[src/rtl/dbg_bridge_uart_tx.sv]
// dbg_bridge_uart_tx
// UART 8N1 transmitter that drains the outbound debug-bridge byte FIFO.
// A byte is popped from the FIFO head on the same edge that latches it into
// the shift register. The start bit drives the line on that same edge.
// While the FIFO stays non-empty, frames run back-to-back with no idle gap.
module dbg_bridge_uart_tx #(
    parameter int BIT_DIV = 868,
    parameter int DIV_W   = 16
) (
    input  logic       clk_i,
    input  logic       rst_i,
    input  logic [7:0] data_i,
    input  logic       valid_i,
    output logic       pop_o,
    output logic       tx_o,
    output logic       busy_o
);

    typedef enum logic [1:0] {
        ST_IDLE  = 2'd0,
        ST_START = 2'd1,
        ST_DATA  = 2'd2,
        ST_STOP  = 2'd3
    } state_t;

    localparam logic [DIV_W-1:0] DIV_LOAD = DIV_W'(BIT_DIV - 1);
    localparam logic [DIV_W-1:0] DIV_ONE  = {{(DIV_W-1){1'b0}}, 1'b1};
    localparam logic [DIV_W-1:0] DIV_ZERO = {DIV_W{1'b0}};

    state_t           state_r;
    state_t           state_s;
    logic [DIV_W-1:0] div_r;
    logic [DIV_W-1:0] div_s;
    logic [2:0]       bit_r;
    logic [2:0]       bit_s;
    logic [7:0]       shift_r;
    logic [7:0]       shift_s;
    logic             tx_r;
    logic             tx_s;
    logic             bit_end_s;
    logic             load_s;

    assign bit_end_s = (div_r == DIV_ZERO);
    // A new byte is taken when idle, or at the very end of a stop bit.
    assign load_s    = valid_i & ((state_r == ST_IDLE) |
                                  ((state_r == ST_STOP) & bit_end_s));
    // Gated by reset so the FIFO is never consumed while the bridge is held in reset.
    assign pop_o     = rst_i & load_s;
    assign tx_o      = tx_r;
    assign busy_o    = (state_r != ST_IDLE);

    // Next-state, bit timing and line level for the frame sequencer.
    always_comb begin
        state_s = state_r;
        div_s   = div_r;
        bit_s   = bit_r;
        shift_s = shift_r;
        tx_s    = tx_r;

        if (state_r == ST_IDLE) begin
            div_s = div_r;
        end else if (bit_end_s) begin
            div_s = DIV_LOAD;
        end else begin
            div_s = div_r - DIV_ONE;
        end

        case (state_r)
            ST_IDLE: begin
                if (load_s) begin
                    shift_s = data_i;
                    state_s = ST_START;
                    tx_s    = 1'b0;
                    div_s   = DIV_LOAD;
                end else begin
                    tx_s    = 1'b1;
                end
            end
            ST_START: begin
                if (bit_end_s) begin
                    state_s = ST_DATA;
                    tx_s    = shift_r[0];
                    bit_s   = 3'd0;
                end else begin
                    tx_s    = 1'b0;
                end
            end
            ST_DATA: begin
                if (bit_end_s) begin
                    if (bit_r != 3'd7) begin
                        shift_s = {1'b0, shift_r[7:1]};
                        tx_s    = shift_r[1];
                        bit_s   = bit_r + 3'd1;
                    end else begin
                        state_s = ST_STOP;
                        tx_s    = 1'b1;
                    end
                end else begin
                    tx_s = tx_r;
                end
            end
            ST_STOP: begin
                if (bit_end_s) begin
                    if (load_s) begin
                        shift_s = data_i;
                        state_s = ST_START;
                        tx_s    = 1'b0;
                        div_s   = DIV_LOAD;
                    end else begin
                        state_s = ST_IDLE;
                        tx_s    = 1'b1;
                    end
                end else begin
                    tx_s = 1'b1;
                end
            end
            default: begin
                state_s = ST_IDLE;
                tx_s    = 1'b1;
            end
        endcase
    end

    // Sequencer registers; reset forces the line high and drops any partial byte.
    always_ff @(posedge clk_i or negedge rst_i) begin
        if (!rst_i) begin
            state_r <= ST_IDLE;
            div_r   <= DIV_ZERO;
            bit_r   <= 3'd0;
            shift_r <= 8'd0;
            tx_r    <= 1'b1;
        end else begin
            state_r <= state_s;
            div_r   <= div_s;
            bit_r   <= bit_s;
            shift_r <= shift_s;
            tx_r    <= tx_s;
        end
    end

endmodule

[config.mk]
export PLATFORM = sky130hd
export DESIGN_NAME = dbg_bridge_uart_tx
export DESIGN_NICKNAME = d
export VERILOG_FILES = /design/src/rtl/dbg_bridge_uart_tx.sv
export SDC_FILE = /design/constraint.sdc
export NUM_CORES = 1
export LEC_CHECK = 0
export ABC_AREA = 1
export BUFFER_PORTS_ARGS = -buffer_cell sky130_fd_sc_hd__clkbuf_2
export CAP_MARGIN = 40
export CORE_MARGIN = 4
export CORE_UTILIZATION = 30
export CTS_BUF_LIST = sky130_fd_sc_hd__clkbuf_4
export DETAILED_ROUTE_END_ITERATION = 10
export HOLD_SLACK_MARGIN = 0.08
export PLACE_DENSITY = 0.45
export REMOVE_ABC_BUFFERS = 1
export SLEW_MARGIN = 15
export SYNTH_ARGS = -nofsm -noshare
export SYNTH_HDL_FRONTEND = slang
export SYNTH_SLANG_ARGS = --single-unit
export TNS_END_PERCENT = 30
[constraint.sdc]
create_clock -name clk_i -period 1.75 [get_ports clk_i]
set_input_delay 0.0875 -clock clk_i [delete_from_list [all_inputs] [get_ports clk_i]]
set_output_delay 0.0875 -clock clk_i [all_outputs]
set_load 0.005 [all_outputs]
==> flow_results.org <==
** Status
- The run finished with clean final reports.

** Synthesis
- Top post-synthesis cells by count :: sky130_fd_sc_hd__nand2_1 (88), sky130_fd_sc_hd__dfrtp_1 (29), sky130_fd_sc_hd__nor2_1 (27), sky130_fd_sc_hd__inv_1 (26)
- A synthesized cell averages roughly 7.4 um2.
- For this run, asynchronously set or reset flops after synthesis account for 100%.
- Of the synthesized area, sequential elements account for about 38%.
- Multiplexer share of the synthesized area :: 0%
- The synthesized netlist devotes between 3 and 4% of its cell area to XOR and XNOR gates.
- Leading area contributor after synthesis :: sky130_fd_sc_hd__dfrtp_1
- Netlist cell types :: 32
- In the synthesized netlist the dominant register cell turns out to be sky130_fd_sc_hd__dfrtp_1.
- The synthesized design contains 30 register bits.
- For this run, the number of Yosys warnings is 0.
- After synthesis, the largest area contributor takes up approximately 36% of total cell area.
- Post-synth EDFFs :: 0
- Of the total synthesized cell area, the portion taken by AND, OR, NAND and NOR gates is 40.2%.
- Top post-synthesis cells by area :: sky130_fd_sc_hd__dfrtp_1 (36%), sky130_fd_sc_hd__nand2_1 (17%), sky130_fd_sc_hd__nor2_1 (5.1%)
- The synthesized netlist devotes under 10% of its cell area to compound gates.
- Adder-Cell Fraction of Synth Area :: about 5%
- Combinational family with the most area after synthesis :: simple AND/OR/NAND/NOR gates
- Counting every instance in the synthesized netlist gives around 270.
- Cell with the most instances after synthesis :: sky130_fd_sc_hd__nand2_1
- Cell area after technology mapping :: approximately 2000 um2

** Clock network
- Clock tree synthesis found a total of 30 sinks.
- Cell chosen for the clock root :: sky130_fd_sc_hd__clkbuf_4
- Number of H-tree levels :: 2
- Clk pin slew, worst setup/hold paths :: 0.10 ns
- Clock network latency to the later pin of the worst-skew pair :: 0.33 ns
- Longest Clk Path Bufs :: 2
- Clock tree from TritonCTS :: built
- In this run, CTS created clock tree buffers numbering 5.

** Global routing
- Total overflow reported by the global router :: 0
- Global routing used between 15 and 20% of the available tracks.
- Largest net degree at the start of global routing :: 18
- Initial antenna violation count :: 0
- The first global-routing pass estimated between 9 and 10 mm of wire.
- The via count of the first global-routing pass was between 1500 and 2000.

** Finish
- Cells with a size suffix above 1 make up 34.1% of the layout.
- Once layout is complete, the cells apart from fillers number around 420.
- The layout has between 600 and 700 filler cells.
- 0 antenna diodes ended up in the layout.
- After the last flow step, the layout net total stands at 360.
- Synth-to-layout area growth :: 36.5%

** STA
- Final Cycle Share :: between 90% and 100%
- Rel. slew slack :: 81.4%
- After layout, the minimum clock period comes to about 1.7 ns.
- Smallest setup slack after layout :: between 0.03 and 0.04 ns
- Fin Hold WS :: approximately 0.10 ns
- At the pin with the least slew margin, the transition time is roughly 0.28 ns.
- Setup violations remaining at the end of the flow were counted as 0.
- In the final timing run, aggregate negative setup slack is 0 ns.
- The number of hold violations in the final report was 0.
- Max-slew violation total from the final report :: 0
- For the final database, setup skew stands at between 0.005 and 0.006 ns.
- Fmax :: 0.583 GHz
- RSZ-0062 raised after global routing :: true

** Critical path
- By startpoint and endpoint, the worst setup path is classified as reg2reg.
- Type of destination of the critical path :: register
- Worst R2R Path Depth :: 11
- For this design, the slowest cell found on the critical path is sky130_fd_sc_hd__dfrtp_1.
- By instance count, the cell type seen most on the critical path is sky130_fd_sc_hd__buf_4.
- STA classifies the critical path startpoint as a register.
- The critical path starts at div_r[1]$_DFF_PN0_.
- Reg-to-reg startpoint :: div_r[1]$_DFF_PN0_
- Data on the critical path is required at its endpoint by slightly below 2 ns.
- WP data arrival :: slightly below 2 ns
- Worst Path Max Fanout :: 2
- Critical Path, Cell by Cell :: inv_2 -> buf_4 -> buf_4 -> ha_1 -> inv_2 -> nor2_4 -> nand3_2 -> nor3b_2 -> buf_4 -> xnor2_1 -> nor2_1
- The largest single stage delay on the critical path is between 0.4 and 0.5 ns.

** Pwr
- The clock network accounts for approximately 34% of the total power.
- Power Density :: approximately 410 nW/um2
- Worst VDD drop :: around 300 uV
- Internal power contribution :: approximately 0.00085 W
- Net switching is between 20% and 30% of the power.
- The share of total power dissipated in combinational logic is ~3.6%.
- In this run the power spent charging and discharging nets is roughly 0.00027 W.
- Seq pwr share :: 62.2%
- For this design the static power due to leakage is about 1.4 nW.
- Total power for the finished layout comes to approximately 0.0011 W.

** Route
- Summing over every cut layer, the via total after detailed routing is between 1500 and 2000.
- In the routed layout, each cell is associated on average with a via count of between 4 and 5.
- Wire per inst :: roughly 13 um
- Number of nets with antenna violations after detailed routing :: 0
- The routed design has about 5.5 mm of wire.
- The first TritonRoute pass finished after 4 iterations.
- In the routed design, unresolved DRC markers number 0.
- The detailed router finished its first iteration with 70 violations.

** Min path
- The tightest min-delay check is of the in2reg type.
- The startpoint identified for the worst hold timing path is data_i[1].
- Counting instances, the worst hold path has a depth of 5.

** Die
- Die outline height :: roughly 90 um
- Die boundary width :: 89.7 um
- Starting density of the core :: 31.2%
- Die footprint :: about 8000 um2
- Std-Cell Rows :: 29
- I/O pin total :: 14
- Core Box Area :: about 6400 um2

** Placed design
- Total of buffers placed on input and output ports :: 13
- At the end of routability-driven placement, the weighted congestion stood at 0.774.
- Detailed placer's ending HPWL :: around 4.1 mm
- Pre-CTS setup slack :: ~0.011 ns
- Once placement completed, the tool counted placed cells totaling 386.

** Job
- Max capacitance violation total :: 0
## placed cells by master (no fill, tap or decap), types with 5 or more instances in the layout
cell                            count
sky130_fd_sc_hd__nand2_1           86
sky130_fd_sc_hd__buf_4             51
sky130_fd_sc_hd__dfrtp_1           29
sky130_fd_sc_hd__nor2_1            24
sky130_fd_sc_hd__inv_1             21
sky130_fd_sc_hd__nand4_1           12
sky130_fd_sc_hd__clkbuf_2          12
sky130_fd_sc_hd__nor2_4             9
sky130_fd_sc_hd__nand3_1            9
sky130_fd_sc_hd__o21ai_0            9
sky130_fd_sc_hd__nor2_2             8
sky130_fd_sc_hd__xor2_1             7
sky130_fd_sc_hd__inv_2              6
sky130_fd_sc_hd__o21ai_1            5
sky130_fd_sc_hd__clkbuf_4           5
sky130_fd_sc_hd__dlygate4sd3_1      5
## cell families after synthesis
kind of cell               after synthesis
and+or+nand+nor                        165
buffers and inverters                   32
DFF                                     30
AOI/OAI and AO/OA                       26
xor gates and xnor gates                 8
adders and majority gates                8
## layout make-up
class,count,area [um2],area share [%]
Tap cell,77,96.3,3.53
Clock inverter,1,3.75,0.137
Timing Repair Buffer,69,498,18.2
Clock buffer,5,37.5,1.37
Sequential cell,30,752,27.5
Multi-Input combinational cell,207,1240,45.3
Inverter,28,106,3.90
## registers in the layout, indices dropped and copies added (netlist names)
signal,flops
shift_r,8
bit_r,3
state_r,2
div_r,16
tx_o,1
## repair_timing
| item | 4_1_cts | 5_1_grt |
|---|---|---|
| resized for setup | 6 | 26 |
| endpoints found under the setup margin | 2 | 29 |
| hold endpoints to repair | 34 | 0 |
| cloned | 0 | 0 |
| buffers inserted | 13 | 7 |
| pin swaps | 6 | 11 |
| hold buffers | 5 | 0 |
## critical path: cells and delay by family, from the launching register on
| family | cells | cell delay [ns] |
|---|---|---|
| simple gates | 4 | 0.44 |
| flops | 1 | 0.41 |
| xor+xnor | 1 | 0.13 |
| buf+inv | 5 | 0.48 |
| fa+ha+maj | 1 | 0.14 |
## final timing paths
kind	endpoint	slack, ns
setup / recovery	div_r[12]$_DFF_PN0_	0.04
hold / removal	shift_r[1]$_DFFE_PN0P_	0.10
setup reg to reg	div_r[12]$_DFF_PN0_	0.04
hold reg to reg	tx_o$_DFFE_PN1N_	0.48
max in group asynchronous	tx_o$_DFFE_PN1N_	1.13
min in group asynchronous	div_r[9]$_DFF_PN0_	0.34
## power groups by stage
| stage | clock network (W) | registers, W | logic (W) |
|---|---|---|---|
| after global placement | 0 | 0.000706 | 0.0000338 |
| after floorplan | 0 | 0.000707 | 0.000000755 |
| after global routing | 0.000434 | 0.000693 | 0.0000466 |
| after CTS | 0.000401 | 0.000693 | 0.0000419 |
| final | 0.000381 | 0.000693 | 0.0000403 |
| after detailed placement | 0 | 0.000706 | 0.0000334 |
## metal layers
layer | wire length [um] | GRT usage, % | vias to the layer above
li1 | - | - | 1007
met1 | 2680 | 20.7 | 868
met2 | 2610 | 24.0 | 26
met3 | 148 | 3.01 | 7
met4 | 99 | 4.87 | 0
met5 | 0 | 0 | -
## through the flow
stage	utilization, %	cell area (um2)
2_1_floorplan	-	1980
3_3_place_gp	37.0	2380
3_5_place_dp	37.0	2380
4_1_cts	40.3	2590
5_1_grt	42.5	2730
6_report	42.5	2730
Power figures use the tool's default switching activity.
